**src/rtl/dmem_arbiter_pkg.sv**
```systemverilog
// Shared definitions for the data-memory arbiter.
//   arb_state_e : arbiter FSM encoding (ARB / LOCK / YIELD)
//   P_CPU/P_LDR : indices of the CPU and loader ports in grant vectors
package dmem_arb_pkg;

    typedef enum logic [1:0] {
        ARB   = 2'd0,
        LOCK  = 2'd1,
        YIELD = 2'd2
    } arb_state_e;

    localparam logic P_CPU = 1'b0;
    localparam logic P_LDR = 1'b1;

endpackage

```
**src/rtl/dmem_arbiter_if.sv**
```systemverilog
// Request/grant bundle for one data-memory master.
//   req, we, strobe, addr, wdata : master -> arbiter request fields
//   gnt, rdata                   : arbiter -> master response
// Handshake: the master raises req with its fields and holds all of them
// stable until it samples gnt=1; the access is performed in that gnt cycle
// (rdata valid then, a write commits at the following clock edge).
interface dmem_req_if #(
    parameter int ADDR_W = 32,
    parameter int DATA_W = 32
);
    logic                  req;
    logic                  we;
    logic [DATA_W/8-1:0]   strobe;
    logic [ADDR_W-1:0]     addr;
    logic [DATA_W-1:0]     wdata;
    logic                  gnt;
    logic [DATA_W-1:0]     rdata;

    modport master (output req, we, strobe, addr, wdata, input gnt, rdata);
    modport slave  (input req, we, strobe, addr, wdata, output gnt, rdata);
endinterface

```
**src/rtl/dmem_arbiter_mux.sv**
```systemverilog
// Steers the granted port's request fields onto the data-memory bus.
//   gnt_i          : one-hot (or zero) grant vector, indexed by P_CPU/P_LDR
//   m0_*_i, m1_*_i : request fields of CPU and loader
//   mem_*_o        : data-memory request bus
// With no grant the bus is idle (we=0, strobe=0) while addr/wdata follow
// port 0 so the bus never floats to an arbitrary value.
module dmem_arb_mux
    import dmem_arb_pkg::*;
#(
    parameter int ADDR_W = 32,
    parameter int DATA_W = 32
) (
    input  logic [1:0]          gnt_i,
    input  logic                m0_we_i,
    input  logic [DATA_W/8-1:0] m0_strobe_i,
    input  logic [ADDR_W-1:0]   m0_addr_i,
    input  logic [DATA_W-1:0]   m0_wdata_i,
    input  logic                m1_we_i,
    input  logic [DATA_W/8-1:0] m1_strobe_i,
    input  logic [ADDR_W-1:0]   m1_addr_i,
    input  logic [DATA_W-1:0]   m1_wdata_i,
    output logic                mem_we_o,
    output logic [DATA_W/8-1:0] mem_strobe_o,
    output logic [ADDR_W-1:0]   mem_addr_o,
    output logic [DATA_W-1:0]   mem_wdata_o
);
    logic sel_ldr;
    logic sel_cpu;

    assign sel_ldr = gnt_i[P_LDR];
    assign sel_cpu = gnt_i[P_CPU];

    assign mem_we_o     = sel_ldr ? m1_we_i     : (sel_cpu & m0_we_i);
    assign mem_strobe_o = sel_ldr ? m1_strobe_i : (sel_cpu ? m0_strobe_i : '0);
    assign mem_addr_o   = sel_ldr ? m1_addr_i   : m0_addr_i;
    assign mem_wdata_o  = sel_ldr ? m1_wdata_i  : m0_wdata_i;
endmodule

```
**src/rtl/dmem_arbiter.sv**
```systemverilog
// Two-master arbiter in front of the single data memory.
//   clock, rst_n    : clock, asynchronous active-low reset
//   m0 (slave)      : CPU data port
//   m1 (slave)      : DMA/debug-loader port, m1_lock keeps ownership
//   mem_*           : data-memory bus (combinational read, sync write)
//   locked          : high while the loader holds a burst lock
//   conflict_cnt    : saturating count of cycles with a refused requester
//   dbg_state_o     : current FSM state
//   dbg_lock_cnt_o  : locked grants taken in the current burst
// Grants are combinational from registered state and the current requests,
// so an uncontended access sees no extra latency.
module dmem_arbiter
    import dmem_arb_pkg::*;
#(
    parameter int ADDR_W   = 32,
    parameter int DATA_W   = 32,
    parameter int MAX_LOCK = 16,
    parameter int CNT_W    = 16
) (
    input  logic                         clock,
    input  logic                         rst_n,
    dmem_req_if.slave                    m0,
    dmem_req_if.slave                    m1,
    input  logic                         m1_lock,
    output logic                         mem_we,
    output logic [DATA_W/8-1:0]          mem_strobe,
    output logic [ADDR_W-1:0]            mem_addr,
    output logic [DATA_W-1:0]            mem_wdata,
    input  logic [DATA_W-1:0]            mem_rdata,
    output logic                         locked,
    output logic [CNT_W-1:0]             conflict_cnt,
    output arb_state_e                   dbg_state_o,
    output logic [$clog2(MAX_LOCK)-1:0]  dbg_lock_cnt_o
);
    localparam int                LOCK_W    = $clog2(MAX_LOCK);
    localparam logic [LOCK_W-1:0] LOCK_LAST = LOCK_W'(MAX_LOCK - 1);

    arb_state_e        st_q, st_d;
    logic              last_gnt_q, last_gnt_d;
    logic [LOCK_W-1:0] lock_cnt_q, lock_cnt_d;
    logic [CNT_W-1:0]  conflict_q, conflict_d;
    logic [1:0]        gnt_raw;
    logic [1:0]        gnt;
    logic              conflict;

    always_ff @(posedge clock or negedge rst_n) begin
        if (!rst_n) begin
            st_q       <= ARB;
            last_gnt_q <= P_LDR;   // CPU wins the first conflict
            lock_cnt_q <= '0;
            conflict_q <= '0;
        end else begin
            st_q       <= st_d;
            last_gnt_q <= last_gnt_d;
            lock_cnt_q <= lock_cnt_d;
            conflict_q <= conflict_d;
        end
    end

    always_comb begin
        st_d       = st_q;
        last_gnt_d = last_gnt_q;
        lock_cnt_d = lock_cnt_q;
        gnt_raw    = '0;
        case (st_q)
            ARB: begin
                if (m0.req && (!m1.req || last_gnt_q == P_LDR)) begin
                    gnt_raw[P_CPU] = 1'b1;
                end else if (m1.req) begin
                    gnt_raw[P_LDR] = 1'b1;
                end
                if (gnt_raw[P_LDR] && m1_lock) begin
                    st_d       = LOCK;
                    lock_cnt_d = LOCK_W'(1);
                end
            end
            LOCK: begin
                if (m1.req) begin
                    gnt_raw[P_LDR] = 1'b1;
                    // The burst cap wins over a voluntary release so a
                    // waiting CPU always gets its forced slot.
                    if (lock_cnt_q == LOCK_LAST) begin
                        lock_cnt_d = '0;
                        st_d       = m0.req ? YIELD : ARB;
                    end else if (!m1_lock) begin
                        lock_cnt_d = '0;
                        st_d       = ARB;
                    end else begin
                        lock_cnt_d = lock_cnt_q + LOCK_W'(1);
                    end
                end else begin
                    // Loader walked away: lock ends, CPU may use this cycle.
                    gnt_raw[P_CPU] = m0.req;
                    lock_cnt_d     = '0;
                    st_d           = ARB;
                end
            end
            YIELD: begin
                gnt_raw[P_CPU] = m0.req;
                last_gnt_d     = P_CPU;
                st_d           = ARB;
            end
            default: begin
                st_d       = ARB;
                lock_cnt_d = '0;
            end
        endcase
        if (gnt_raw[P_CPU]) begin
            last_gnt_d = P_CPU;
        end else if (gnt_raw[P_LDR]) begin
            last_gnt_d = P_LDR;
        end
    end

    // Grants are killed combinationally while reset is asserted so nothing
    // reaches memory even before the first clock edge of reset.
    assign gnt = gnt_raw & {2{rst_n}};

    assign conflict   = (m0.req & ~gnt[P_CPU]) | (m1.req & ~gnt[P_LDR]);
    assign conflict_d = (conflict && (conflict_q != '1)) ? conflict_q + CNT_W'(1) : conflict_q;

    dmem_arb_mux #(
        .ADDR_W(ADDR_W),
        .DATA_W(DATA_W)
    ) u_mux (
        .gnt_i       (gnt),
        .m0_we_i     (m0.we),
        .m0_strobe_i (m0.strobe),
        .m0_addr_i   (m0.addr),
        .m0_wdata_i  (m0.wdata),
        .m1_we_i     (m1.we),
        .m1_strobe_i (m1.strobe),
        .m1_addr_i   (m1.addr),
        .m1_wdata_i  (m1.wdata),
        .mem_we_o    (mem_we),
        .mem_strobe_o(mem_strobe),
        .mem_addr_o  (mem_addr),
        .mem_wdata_o (mem_wdata)
    );

    assign m0.gnt         = gnt[P_CPU];
    assign m1.gnt         = gnt[P_LDR];
    assign m0.rdata       = mem_rdata;
    assign m1.rdata       = mem_rdata;
    assign locked         = (st_q == LOCK);
    assign conflict_cnt   = conflict_q;
    assign dbg_state_o    = st_q;
    assign dbg_lock_cnt_o = lock_cnt_q;
endmodule

```
**src/flat_wrapper.sv**
```systemverilog
// flat-port wrapper written by rule: the top's interface ports become plain ports
module dmem_arbiter_flat import dmem_arb_pkg::*;
#(
    parameter int ADDR_W   = 32,
    parameter int DATA_W   = 32,
    parameter int MAX_LOCK = 16,
    parameter int CNT_W    = 16
)
  (clock, rst_n, m1_lock, mem_we, mem_strobe, mem_addr, mem_wdata, mem_rdata, locked, conflict_cnt, dbg_state_o, dbg_lock_cnt_o, m0_req, m0_we, m0_strobe, m0_addr, m0_wdata, m0_gnt, m0_rdata, m1_req, m1_we, m1_strobe, m1_addr, m1_wdata, m1_gnt, m1_rdata);
  dmem_req_if #(.ADDR_W(ADDR_W), .DATA_W(DATA_W)) m0_i ();
  dmem_req_if #(.ADDR_W(ADDR_W), .DATA_W(DATA_W)) m1_i ();
  input  logic clock;
  input  logic rst_n;
  input  logic m1_lock;
  output logic mem_we;
  output logic [DATA_W/8-1:0] mem_strobe;
  output logic [ADDR_W-1:0] mem_addr;
  output logic [DATA_W-1:0] mem_wdata;
  input  logic [DATA_W-1:0] mem_rdata;
  output logic locked;
  output logic [CNT_W-1:0] conflict_cnt;
  output arb_state_e dbg_state_o;
  output logic [$clog2(MAX_LOCK)-1:0] dbg_lock_cnt_o;
  input wire logic [$bits(m0_i.req)-1:0] m0_req;
  input wire logic [$bits(m0_i.we)-1:0] m0_we;
  input wire logic [$bits(m0_i.strobe)-1:0] m0_strobe;
  input wire logic [$bits(m0_i.addr)-1:0] m0_addr;
  input wire logic [$bits(m0_i.wdata)-1:0] m0_wdata;
  output wire logic [$bits(m0_i.gnt)-1:0] m0_gnt;
  output wire logic [$bits(m0_i.rdata)-1:0] m0_rdata;
  input wire logic [$bits(m1_i.req)-1:0] m1_req;
  input wire logic [$bits(m1_i.we)-1:0] m1_we;
  input wire logic [$bits(m1_i.strobe)-1:0] m1_strobe;
  input wire logic [$bits(m1_i.addr)-1:0] m1_addr;
  input wire logic [$bits(m1_i.wdata)-1:0] m1_wdata;
  output wire logic [$bits(m1_i.gnt)-1:0] m1_gnt;
  output wire logic [$bits(m1_i.rdata)-1:0] m1_rdata;
  assign m0_i.req = m0_req;
  assign m0_i.we = m0_we;
  assign m0_i.strobe = m0_strobe;
  assign m0_i.addr = m0_addr;
  assign m0_i.wdata = m0_wdata;
  assign m0_gnt = m0_i.gnt;
  assign m0_rdata = m0_i.rdata;
  assign m1_i.req = m1_req;
  assign m1_i.we = m1_we;
  assign m1_i.strobe = m1_strobe;
  assign m1_i.addr = m1_addr;
  assign m1_i.wdata = m1_wdata;
  assign m1_gnt = m1_i.gnt;
  assign m1_rdata = m1_i.rdata;
  dmem_arbiter #(.ADDR_W(ADDR_W), .DATA_W(DATA_W), .MAX_LOCK(MAX_LOCK), .CNT_W(CNT_W)) u_core (.clock(clock), .rst_n(rst_n), .m0(m0_i), .m1(m1_i), .m1_lock(m1_lock), .mem_we(mem_we), .mem_strobe(mem_strobe), .mem_addr(mem_addr), .mem_wdata(mem_wdata), .mem_rdata(mem_rdata), .locked(locked), .conflict_cnt(conflict_cnt), .dbg_state_o(dbg_state_o), .dbg_lock_cnt_o(dbg_lock_cnt_o));
endmodule
```
**config.mk**
```make
export PLATFORM = sky130hd
export DESIGN_NAME = dmem_arbiter_flat
export DESIGN_NICKNAME = d
export VERILOG_FILES = /design/src/rtl/dmem_arbiter_pkg.sv /design/src/rtl/dmem_arbiter_if.sv /design/src/rtl/dmem_arbiter_mux.sv /design/src/rtl/dmem_arbiter.sv /design/src/flat_wrapper.sv
export SDC_FILE = /design/constraint.sdc
export NUM_CORES = 1
export LEC_CHECK = 0
export CORE_AREA = 2 2 130 132
export CTS_BUF_LIST = sky130_fd_sc_hd__clkbuf_4 sky130_fd_sc_hd__clkbuf_8 sky130_fd_sc_hd__clkbuf_16
export CTS_CLUSTER_DIAMETER = 100
export DETAILED_ROUTE_END_ITERATION = 10
export DIE_AREA = 0 0 132 134
export RECOVER_POWER = 25
export SETUP_SLACK_MARGIN = 0.5
export SYNTH_ARGS = -nofsm -noshare
export SYNTH_HDL_FRONTEND = slang
export SYNTH_SLANG_ARGS = --single-unit
```
**constraint.sdc**
```tcl
create_clock -name clock -period 2.14 [get_ports clock]
set_input_delay 0.428 -clock clock [delete_from_list [all_inputs] [get_ports clock]]
set_output_delay 0.428 -clock clock [all_outputs]
set_load 0.02 [all_outputs]
```
==> run summary <==
syn_area_per_cell - 9.72 µm²
number of enable-type register cells in the synthesized netlist - 0
nets@finish - 665
final-layout worst hold slack - 0.510 ns
worst min path class - primary input to async pin
max-slew violation count - 0
later-pin clock latency in the skew report - 0.25 ns
Hold Violations, Final - 0
final non-filler cell total - 708
hold-fix buffers at CTS - 0
cell at the root of the clock tree - clkbuf_16
I/O pin total - 333
violated checks - setup timing
slowest cell on the critical path - dfstp_2
number of global-route vias before repair - 3178
buffers and inverters on the worst path - 3
Warnings, synthesis - 0
effective utilization at floorplan - 0.159
final cycle utilization of the critical path - 1.16
1st-pass router iterations - 4
post-DP HPWL - 12.2 mm
placed cell areas - 0.00516 mm²
Tmin final - 2.48 ns
number of buffers created by CTS - 3
overall fraction of global-route tracks in use - 0.161
die outline height - 134 µm
post-synthesis net count - 444
gate family responsible for the most delay along the worst path - buffers and inverters
FF+latch count, synth - 23
total detailed-routing wirelength - 15.2 mm
total negative slack - -18.00 ns
average wire per cell in the routed design - 21.5 µm
total standard cell area after synthesis - 0.00260 mm²
Arr. time, crit path - 2.05 ns
stage delay of the slowest cell on the critical path - 0.54 ns
number of buffers added on ports - 236
Reg clk slew, reported paths - 0.06 ns
final weighted congestion in routability-driven placement - 0.905
first-iteration detailed-routing DRC count - 90
part of the Yosys area used for sequential elements - 0.222
Area Overhead vs Synth - 117%
cell-by-cell trace of the critical path - nand2_2 > o2111a_4 > buf_12 > buf_12 > mux2_4 > clkdlybuf4s15_2
buffer levels on the longest clock path - 2
cell mode on critical path - buf_12
H-tree depth reported by CTS - 1
synth top area cells - mux2_2, dfrtp_1, buf_4, xnor2_1, a22o_1
post-DR vias/cell - 4.23
setup slack at placement - -0.779 ns
Unique masters post-synth - 49
global-route wire length before repair - 21.4 mm
final instance area - 0.00563 mm²
TritonCTS clock tree - yes
Worst VDD drop - 0.449 mV
total of fill cells in the finished design - 1639
sum of overflow across all layers after global routing - 0
die boundary width - 132 µm
startpoint-to-endpoint class of the critical path - register to output port
number of violations of the max-capacitance limit - 0
CP startpoint kind - register
tightest slew margin relative to the limit - 0.529
via count - 2996
maximum number of pins on one net before global-route repair - 13
initial antenna violation count - 3
flip-flop and latch area - 592 µm²
transition time of the tightest slew-check pin - 0.707 ns
Worst Setup SP - u_core.last_gnt_q$_DFFE_PN1P_
proportion of netlist area held by the largest area contributor - 0.291
f_max - 404 MHz
leakage power figure - 2.46 nW
Final setup viols - 69
Core Rows - 47
core region area - 0.0163 mm²
Req. time, crit path - 1.71 ns
power density of the placed cells - 561 mW/mm²
share of flip-flops with an asynchronous set or reset after synthesis - 1.00
slack of the critical path - -0.335 ns
Post-Syn Instances - 267
Crit Reg-Reg Startpoint - u_core.dbg_state_o[0]$_DFFE_PN0P_
worst-path maximum fanout - 8
area of combinational cells with multiple inputs - 0.00184 mm²
TritonCTS Sinks - 23
remaining routing DRC violations - 0
overall die area - 0.0177 mm²
share of cells above drive strength 1 - 0.493
Fin Clk Skew - 0.00236 ns
result of the run - complete, but fails checks
dominant cell type by area after synthesis - mux2_2
unrepaired setup endpoints after global routing - yes
endpoint kind of the worst setup timing path - output port
most used flip-flop cell after synthesis - dfrtp_1
number of cells after detailed placement - 665
count of nets left with antenna violations after detail routing - 0
==> through the flow <==
step                       util  power (mW)
after floorplan               -        1.84
after global placement    0.317        2.59
after detailed placement  0.317        2.61
after CTS                 0.342        3.16
after global routing      0.346        3.34
final                     0.346        3.16
==> synthesized netlist by cell type, types with 3 or more instances <==
cell and count:
dfrtp_1 22, xnor2_1 12, nor2_1 5, o211ai_1 5
nand2_1 9, o2111ai_1 3, buf_2 8, nand4_1 3
mux2_2 67, inv_1 5, clkbuf_1 4, o21ai_0 6
nand3_1 7, buf_4 65, a22o_1 6
==> report_power, final <==
group	total [mW]	leakage (nW)	switching [mW]	internal [mW]
registers	0.725	0.280	0.172	0.553
logic	2.02	2.13	0.893	1.12
clock network	0.419	0.0416	0.152	0.267
==> routing by layer <==
layer / GRT usage / vias to the layer above / routed length [µm]
met2: 0.277 / 216 / 7390
li1: - / 1340 / -
met1: 0.162 / 1408 / 5260
met4: 0.0531 / 4 / 522
met5: 0 / - / 33
met3: 0.0967 / 28 / 2040
==> cell families after synthesis <==
logic type               count (synthesis)  share of synthesized area
buffers and inverters                   82                      0.216
AO/OA/AOI/OAI                           32                     0.0998
XOR/XNOR                                14                     0.0472
multiplexers                            68                      0.294
flip-flops                              23                      0.222
adder cells (fa/ha/maj)                  2                    0.00964
AND/OR/NAND/NOR                         46                      0.110
==> state kept, by name (all words and copies together) (netlist names) <==
register and flops:
u_core.dbg_state_o 2, u_core.last_gnt_q 1, u_core.conflict_cnt 16, u_core.dbg_lock_cnt_o 4
==> cell type report <==
class,instances,share of cell area
Antenna cell,1,0.000444
Clock buffer,4,0.0147
Inverter,5,0.00333
Multi-Input combinational cell,162,0.327
Sequential cell,23,0.105
Tap cell,220,0.0489
Timing Repair Buffer,293,0.500
==> placed cells by master (no fill, tap or decap), drive strengths merged, types with 9 or more instances in the layout <==
master | synthesis | routed
clkdlybuf4s50 | 0 | 139
clkdlybuf4s15 | 0 | 11
clkbuf | 4 | 13
buf | 73 | 111
xnor2 | 12 | 12
dlygate4sd2 | 0 | 23
nand3 | 9 | 9
mux2 | 67 | 67
dfrtp | 22 | 22
nand2 | 9 | 9
==> what timing repair did <==
| item | in CTS | in global routing |
|---|---|---|
| endpoints found under the hold margin | 0 | 0 |
| pin swaps | 6 | 10 |
| gates cloned | 3 | 0 |
| endpoints found under the setup margin | 110 | 85 |
| gates resized for setup | 409 | 23 |
| setup buffers | 28 | 7 |
==> path summary, 6_finish.rpt <==
kind | endpoint | slack (ns) | cells after the start
setup / recovery | mem_addr[26] | -0.34 | 6
hold / removal | u_core.dbg_state_o[1]$_DFFE_PN0P_ | 0.51 | 4
setup reg to reg | u_core.conflict_cnt[15]$_DFFE_PN0P_ | 0.39 | 7
hold reg to reg | u_core.conflict_cnt[8]$_DFFE_PN0P_ | 0.52 | 1
max in group asynchronous | u_core.conflict_cnt[13]$_DFFE_PN0P_ | 0.87 | 5
min in group clock | u_core.conflict_cnt[8]$_DFFE_PN0P_ | 0.52 | 1
==> worst reg2reg max path, delay by kind of cell (launching register included) <==
family	cells	cell delay, ns
AO/OA/AOI/OAI	2	0.21
XOR/XNOR	1	0.14
buffers and inverters	3	0.46
flip-flops	1	0.41
AND/OR/NAND/NOR	1	0.41
No activity file was read; power rests on OpenSTA's default activity.
